**config.mk**
```make
export PLATFORM = sky130hd
export DESIGN_NAME = secuenciador_rotacion
export DESIGN_NICKNAME = d
export VERILOG_FILES = /design/src/rtl/secuenciador_rotacion_pkg.sv /design/src/rtl/secuenciador_rotacion_paso.sv /design/src/rtl/secuenciador_rotacion.sv
export SDC_FILE = /design/constraint.sdc
export NUM_CORES = 1
export LEC_CHECK = 0
export ABC_AREA = 1
export CORE_MARGIN = 2
export CORE_UTILIZATION = 55
export DETAILED_ROUTE_END_ITERATION = 10
export PLACE_DENSITY = 0.79
export SETUP_SLACK_MARGIN = 0.02
export SKIP_CTS_REPAIR_TIMING = 1
export SLEW_MARGIN = 20
export SYNTH_ARGS = -nofsm -noshare
export SYNTH_HDL_FRONTEND = slang
export SYNTH_SLANG_ARGS = --single-unit
```
**constraint.sdc**
```tcl
create_clock -name clk -period 2.8 [get_ports clk]
set_clock_uncertainty 0.1 [all_clocks]
set_input_delay 0.28 -clock clk [delete_from_list [all_inputs] [get_ports clk]]
set_output_delay 0.28 -clock clk [all_outputs]
set_load 0.02 [all_outputs]
```
**src/rtl/secuenciador_rotacion_pkg.sv**
```systemverilog
// Shared encodings for the rotation sequencer: FSM state codes and rotate directions.
package secuenciador_rotacion_pkg;

    localparam logic [1:0] ST_IDLE  = 2'd0;
    localparam logic [1:0] ST_ROTA  = 2'd1;
    localparam logic [1:0] ST_HECHO = 2'd2;

    localparam logic DIR_IZQ = 1'b0;  // toward LSB
    localparam logic DIR_DER = 1'b1;  // toward MSB

    typedef enum logic [1:0] {
        IDLE  = ST_IDLE,
        ROTA  = ST_ROTA,
        HECHO = ST_HECHO
    } estado_t;

endpackage

```
**src/rtl/secuenciador_rotacion_paso.sv**
```systemverilog
// One rotate step: by 1 or 2 positions in either direction (purely combinational).
module paso_rotacion
    import secuenciador_rotacion_pkg::*;
#(
    parameter int WIDTH = 8
) (
    input  logic [WIDTH-1:0] d,
    input  logic             dir,
    input  logic             dos,
    output logic [WIDTH-1:0] q
);

    always_comb begin
        q = d;
        case ({dir, dos})
            {DIR_IZQ, 1'b1}: q = {d[1:0], d[WIDTH-1:2]};
            {DIR_IZQ, 1'b0}: q = {d[0], d[WIDTH-1:1]};
            {DIR_DER, 1'b1}: q = {d[WIDTH-3:0], d[WIDTH-1:WIDTH-2]};
            {DIR_DER, 1'b0}: q = {d[WIDTH-2:0], d[WIDTH-1]};
            default:         q = d;
        endcase
    end

endmodule

```
**src/rtl/secuenciador_rotacion.sv**
```systemverilog
// Multi-cycle variable rotator: one shared by-1/by-2 step per cycle, inicio/ocupado
// job handshake, result held in HECHO until salida_ack.
module secuenciador_rotacion
    import secuenciador_rotacion_pkg::*;
#(
    parameter int WIDTH = 8,
    parameter int CNT_W = 3
) (
    input  logic             clk,
    input  logic             reset,
    input  logic             inicio,
    input  logic             direccion,
    input  logic [CNT_W-1:0] cantidad,
    input  logic [WIDTH-1:0] entrada,
    output logic             ocupado,
    output logic             salida_valida,
    input  logic             salida_ack,
    output logic [WIDTH-1:0] salida
);

    estado_t          state, state_next;
    logic [WIDTH-1:0] d, d_next, salida_next, paso_q;
    logic [CNT_W-1:0] rem, rem_next, cant_m;
    logic             dir, dir_next;
    logic             dos, acepta;

    // cantidad < 2*WIDTH whenever CNT_W == clog2(WIDTH), so one subtraction reduces mod WIDTH
    assign cant_m = (32'(cantidad) >= WIDTH) ? CNT_W'(32'(cantidad) - WIDTH) : cantidad;
    assign dos    = (rem >= CNT_W'(2));
    assign acepta = inicio && ((state == IDLE) || (state == HECHO && salida_ack));

    paso_rotacion #(.WIDTH(WIDTH)) u_paso (
        .d  (d),
        .dir(dir),
        .dos(dos),
        .q  (paso_q)
    );

    always_ff @(posedge clk or posedge reset) begin
        if (reset) begin
            state  <= IDLE;
            d      <= '0;
            rem    <= '0;
            dir    <= DIR_IZQ;
            salida <= '0;
        end else begin
            state  <= state_next;
            d      <= d_next;
            rem    <= rem_next;
            dir    <= dir_next;
            salida <= salida_next;
        end
    end

    always_comb begin
        state_next  = state;
        d_next      = d;
        rem_next    = rem;
        dir_next    = dir;
        salida_next = salida;
        if (acepta) begin
            d_next   = entrada;
            dir_next = direccion;
            rem_next = cant_m;
            if (cant_m == '0) begin
                state_next  = HECHO;
                salida_next = entrada;
            end else begin
                state_next  = ROTA;
            end
        end else begin
            case (state)
                ROTA: begin
                    d_next   = paso_q;
                    rem_next = dos ? rem - CNT_W'(2) : rem - CNT_W'(1);
                    if (rem_next == '0) begin
                        state_next  = HECHO;
                        salida_next = paso_q;
                    end
                end
                HECHO:   if (salida_ack) state_next = IDLE;
                IDLE:    state_next = IDLE;
                default: state_next = IDLE;
            endcase
        end
    end

    assign ocupado       = (state != IDLE);
    assign salida_valida = (state == HECHO);

endmodule

```
==> summary.md, run 1 <==
| Metric | Value |
|---|---|
| Outcome | `completed` |
| Total congestion overflow | `0` |
| Initial antenna violation count | `0` |
| Met1 Wirelength | `1700 um` |
| Cts bufs inserted | `3` |
| ANT nets after route | `0` |
| Total track usage | `about 23%` |
| H-Tree Level Count | `1` |
| Count of final setup violators | `0` |
| Vias/cell | `5.13` |
| Clk pin slew, worst setup/hold paths | `110 ps` |
| Leakage power | `0.951 nW` |
| Die Area | `0.00321 mm^2` |
| Flops & latches, synth | `22` |
| Ports | `26` |
| Met2 Wirelength | `1430 um` |
| Net Count, Synth | `240` |
| Final WL | `3310 um` |
| Rows | `19` |
| Final period util | `between 70% and 80%` |
| Fillers | `231` |
| Synth top area cells | `dfrtp_1 (36%), nand2_1 (23%), nand3_1 (7.9%)` |
| Vias | `1395` |
| Clock root cell | `clkbuf_4` |
| Initial Util | `56.7%` |
| WHS | `between 300 and 400 ps` |
| Vias in the first global route | `1290` |
| Layout cells sized above 1 | `9.54%` |
| Area added between synthesis and finish | `17.7%` |
| Port bufs | `25` |
| Area of the mapped netlist | `0.00152 mm^2` |
| Area leader, netlist | `dfrtp_1` |
| Max VDD drop | `slightly above 0.9 mV` |
| Nets | `262` |
| Sequential-to-total area share from yosys stat | `36.2%` |
| Critical path required time | `between 2000 and 3000 ps` |
| Worst-Margin Slew | `840 ps` |
| Post-synth top area share | `36.2%` |
| Design area | `roughly 0.0018 mm^2` |
| Crit path kind | `flip-flop to flip-flop` |
| DRT Pass-1 Iters | `4` |
| Pwr Density | `1260 mW/mm^2` |
| Die width | `56.6 um` |
| Clk sinks | `22` |
| CP endpoint kind | `flip-flop` |
| RSZ-0062 raised after global routing | `false` |
| Clock latency at the later pin of the worst-skew pair | `between 200 and 300 ps` |
| TritonCTS clock tree | `done` |
| DRC Markers | `0` |
| WL per Instance | `about 12 um` |
| Max Fclk | `0.475 GHz` |
| Commonest cells in the netlist | `nand2_1 (94), nand3_1 (24), dfrtp_1 (22), inv_1 (22), o21ai_1 (9)` |
| GP Congestion | `0.853` |
| Global-route wire length before repair | `5770 um` |
| Die Y | `56.6 um` |
| Avg Inst Size Synth | `6.89 um^2` |
| Startpoint types | `flip-flop` |
| Crit path max fanout | `10` |
| Placed Area | `0.00177 mm^2` |
| Core area | `0.00269 mm^2` |
| Met3 routed WL | `137 um` |
| Cells after Synth | `221` |
| Distinct cells, synth | `25` |
| Most common cell in the netlist | `nand2_1` |
| ANT cells | `0` |
| DP Worst Slack | `between 700 and 800 ps` |
| Final Max Tran Viols | `0` |
| Largest net degree at the start of global routing | `23` |
| Asr flop ratio synth | `100%` |
| Synth warnings | `0` |
| Number of synthesized flops with an enable pin | `0` |
| Clk buf depth | `2` |
| Min Clock Period, post-route | `2110 ps` |
| Dpl hpwl | `2550 um` |
| Worst Hold Class | `input port to asynchronous set/reset pin` |
| Slew headroom | `44.0%` |
| Max-cap viol count | `0` |
| Total negative setup slack | `0 ps` |
| Setup WS post-layout | `694 ps` |
| CP arrival | `2200 ps` |
| Final hold viol count | `0` |
| Drt initial violations | `44` |
| Main synth FF type | `dfrtp_1` |
| Top sig layer | `met4` |
==> cell usage in the layout (no fill, tap or decap), drive strengths merged <==
cell,netlist,final
nand2,102,102
inv,27,27
nand3,26,26
clkdlybuf4s50,0,25
dfrtp,22,22
o21ai,12,12
nor2,6,6
nand4,5,5
o221ai,3,3
ha,3,3
clkbuf,2,3
nand3b,2,2
or2,2,2
a21boi,1,1
o22ai,1,1
o211ai,1,1
==> power by group <==
group	total (mW)	internal [mW]	switching, mW
clock network	0.133	0.0500	0.0832
logic	1.50	0.553	0.952
registers	0.623	0.469	0.154
total	2.26	1.07	1.19
==> critical path, cell delays in order, from the launching register on <==
cell      delay, ps
dfrtp_1         410
inv_1           170
ha_1            420
a21boi_2        290
nand2_1          70
nand2_1         110
inv_2            70
nand3_4         140
nand2_4          90
nand2_1          90
nand2_1          50
==> cell families after synthesis <==
logic type               count (synthesis)  synth area share (%)
buffers and inverters                   35                  9.45
flip-flops                              22                  36.2
AO/OA/AOI/OAI                           18                  7.31
adder cells (fa/ha/maj)                  3                  2.47
AND/OR/NAND/NOR                        143                  44.6
==> path summary, 6_finish.rpt <==
| kind | startpoint | end | slack (ps) | depth (start not counted) |
|---|---|---|---|---|
| max in group asynchronous | reset | salida[2]$_DFFE_PP0P_ | 1740 | 2 |
| hold reg to reg | salida[0]$_DFFE_PP0P_ | salida[0]$_DFFE_PP0P_ | 420 | 2 |
| hold / removal | reset | salida[1]$_DFFE_PP0P_ | 340 | 2 |
| min in group clk | salida[0]$_DFFE_PP0P_ | salida[0]$_DFFE_PP0P_ | 420 | 2 |
| setup / recovery | rem[1]$_DFFE_PP0P_ | salida[4]$_DFFE_PP0P_ | 690 | 10 |
| setup reg to reg | rem[1]$_DFFE_PP0P_ | salida[4]$_DFFE_PP0P_ | 690 | 10 |
==> sequential cells by signal, indices dropped and copies added (netlist names) <==
register	flops
rem	3
d	8
state	2
salida	8
dir	1
==> layout make-up <==
type / instances / area [um^2] / share of cell area, %
multi-input combinational: 164 / 828 / 46.2
timing repair buffer: 25 / 250 / 14.0
sequential: 22 / 551 / 30.7
clock buffer: 3 / 22.5 / 1.26
inverter: 27 / 101 / 5.66
tap: 31 / 38.8 / 2.16
==> layer usage <==
metal  vias up  GRT usage (%)
met4         0           7.82
met3         6           1.61
li1        741              -
met1       612           36.3
met2        36           32.2
met5         -              0
==> through the flow <==
stage / utilization [%] / std cells / total power [mW]
2_1_floorplan: - / 221 / 1.77
3_3_place_gp: 65.9 / 269 / 2.11
3_5_place_dp: 65.9 / 269 / 2.13
4_1_cts: 66.7 / 272 / 2.27
5_1_grt: 66.7 / 272 / 2.51
6_report: 66.7 / 272 / 2.26
No activity file was read; power rests on OpenSTA's default activity.
==> run 2: changes to the inputs <==
--- a/config.mk
+++ b/config.mk
@@ -7,9 +7,9 @@
 export LEC_CHECK = 0
 export ABC_AREA = 1
 export CORE_MARGIN = 2
-export CORE_UTILIZATION = 55
+export CORE_UTILIZATION = 53
 export DETAILED_ROUTE_END_ITERATION = 10
-export PLACE_DENSITY = 0.79
+export PLACE_DENSITY = 0.77
 export SETUP_SLACK_MARGIN = 0.02
 export SKIP_CTS_REPAIR_TIMING = 1
 export SLEW_MARGIN = 20
==> constraint.sdc (replaced) <==
create_clock -name clk -period 2.05 [get_ports clk]
set_clock_uncertainty 0.1 [all_clocks]
set_input_delay 0.205 -clock clk [delete_from_list [all_inputs] [get_ports clk]]
set_output_delay 0.205 -clock clk [all_outputs]
set_load 0.02 [all_outputs]
==> summary.md, run 2 (synthesized netlist as in run 1, its figures left out) <==
| Metric | Value |
|---|---|
| Outcome | `completed` |
| Crit path max fanout | `10` |
| Critical path required time | `2170 ps` |
| Initial antenna violation count | `0` |
| Final Max Tran Viols | `0` |
| Vias/cell | `5.29` |
| Top Registers | `d: 8 flops, salida: 8 flops, rem: 3 flops` |
| Sw power | `~1.7 mW` |
| Clock group share of total power | `7.6%` |
| Clock latency at the later pin of the worst-skew pair | `between 300 and 400 ps` |
| Total negative setup slack | `0 ps` |
| Crit path kind | `flip-flop to flip-flop` |
| Area added between synthesis and finish | `22.4%` |
| Largest net degree at the start of global routing | `23` |
| WHS | `110 ps` |
| TritonCTS clock tree | `done` |
| Drt initial violations | `131` |
| Clk pin slew, worst setup/hold paths | `130 ps` |
| Total congestion overflow | `0` |
| Total track usage | `24.6%` |
| Vias | `roughly 1500` |
| Vias in the first global route | `1331` |
| Final period util | `93.1%` |
| Fillers | `between 200 and 300` |
| Ports | `26` |
| WL per Instance | `12.9 um` |
| Core area | `0.00273 mm^2` |
| CP endpoint kind | `flip-flop` |
| Commonest non-fill, non-tap cell in the layout | `nand2_1` |
| Die width | `just under 60 um` |
| Max VDD drop | `1.51 mV` |
| Commonest non-fill, non-tap cells in the layout | `nand2_1 (94), clkdlybuf4s50_1 (25), nand3_1 (24), dfrtp_1 (22), inv_1 (21)` |
| CP arrival | `2030 ps` |
| RSZ-0062 raised after global routing | `false` |
| Clk buf depth | `2` |
| Switching share of power | `51.7%` |
| Global-route wire length before repair | `6300 um` |
| Clk sinks | `22` |
| Die Area | `between 0.003 and 0.004 mm^2` |
| Final hold viol count | `0` |
| GP Congestion | `0.876` |
| Pint | `1.58 mW` |
| DRC Markers | `0` |
| Cts bufs inserted | `3` |
| Combinational power share | `67.2%` |
| Worst-Margin Slew | `411 ps` |
| Dpl hpwl | `2680 um` |
| Flop pwr share | `25.2%` |
| Clock root cell | `clkbuf_4` |
| H-Tree Level Count | `1` |
| Final WL | `3600 um` |
| Startpoint types | `flip-flop` |
| Slew headroom | `just over 70%` |
| Layout cells sized above 1 | `13.3%` |
| DRT Pass-1 Iters | `4` |
| Rows | `19` |
| Max-cap viol count | `0` |
| Worst Hold Class | `input port to asynchronous set/reset pin` |
| Pwr Density | `1750 mW/mm^2` |
| Min Clock Period, post-route | `roughly 1900 ps` |
| Nets | `268` |
| Initial Util | `a little under three fifths` |
| Die Y | `57.6 um` |
| Port bufs | `25` |
| Max Fclk | `0.524 GHz` |
| ANT nets after route | `0` |
| Count of final setup violators | `0` |
| ANT cells | `0` |
| Leakage power | `a little under 1 nW` |
==> run 2: critical path: stages (launching register included) <==
cell and delay (ps):
dfrtp_1 410, inv_2 130, ha_2 270, a21boi_2 270, nand2_1 70, nand2_1 100, inv_2 60, nand3_4 140
nand2_4 100, nand2_1 100, nand2_1 60
==> run 2: routing by layer <==
| layer | share of wire, % | track usage [%] |
|---|---|---|
| met1 | 49 | 37.1 |
| met2 | 44 | 37.0 |
| met3 | 6.1 | 2.95 |
| met4 | 1.1 | 6.98 |
| met5 | 0 | 0 |
==> run 2: stage by stage <==
step	setup slack (ps)	total power, mW	cells	instance area, um^2	util, %
floorplan	358	2.42	221	1520	-
global placement	149	2.96	275	1810	66.4
detailed placement	116	2.97	275	1810	66.4
CTS	90.3	3.23	279	1850	67.7
global route	22.8	3.61	279	1860	68.2
finish	142	3.27	279	1860	68.2
==> run 2: cell type report <==
cell class              count  area (um^2)  share of cell area (%)
clock buffers               4         36.3                    1.95
well taps                  31         38.8                    2.08
inverters                  27          101                    5.44
multi-input cells         164          842                    45.2
repair buffers             31          295                    15.8
flip-flops and latches     22          551                    29.5
==> run 2: worst paths after layout <==
path	from	to	slack (ps)	depth (start not counted)
max in group asynchronous	reset	d[4]$_DFFE_PP0P_	1510	3
min in group clk	direccion	dir$_DFFE_PP0P_	380	3
hold reg to reg	salida[7]$_DFFE_PP0P_	salida[7]$_DFFE_PP0P_	430	2
setup / recovery	rem[2]$_DFFE_PP0P_	salida[6]$_DFFE_PP0P_	140	10
setup reg to reg	rem[2]$_DFFE_PP0P_	salida[6]$_DFFE_PP0P_	140	10
hold / removal	reset	salida[3]$_DFFE_PP0P_	110	3
==> run 2: power by group through the flow <==
stage / Clock (mW) / Combinational (mW) / Sequential (mW)
after CTS: 0.253 / 2.16 / 0.816
after floorplan: 0 / 1.56 / 0.860
after global routing: 0.271 / 2.49 / 0.852
final: 0.249 / 2.20 / 0.823
after detailed placement: 0 / 2.15 / 0.822
after global placement: 0 / 2.14 / 0.824
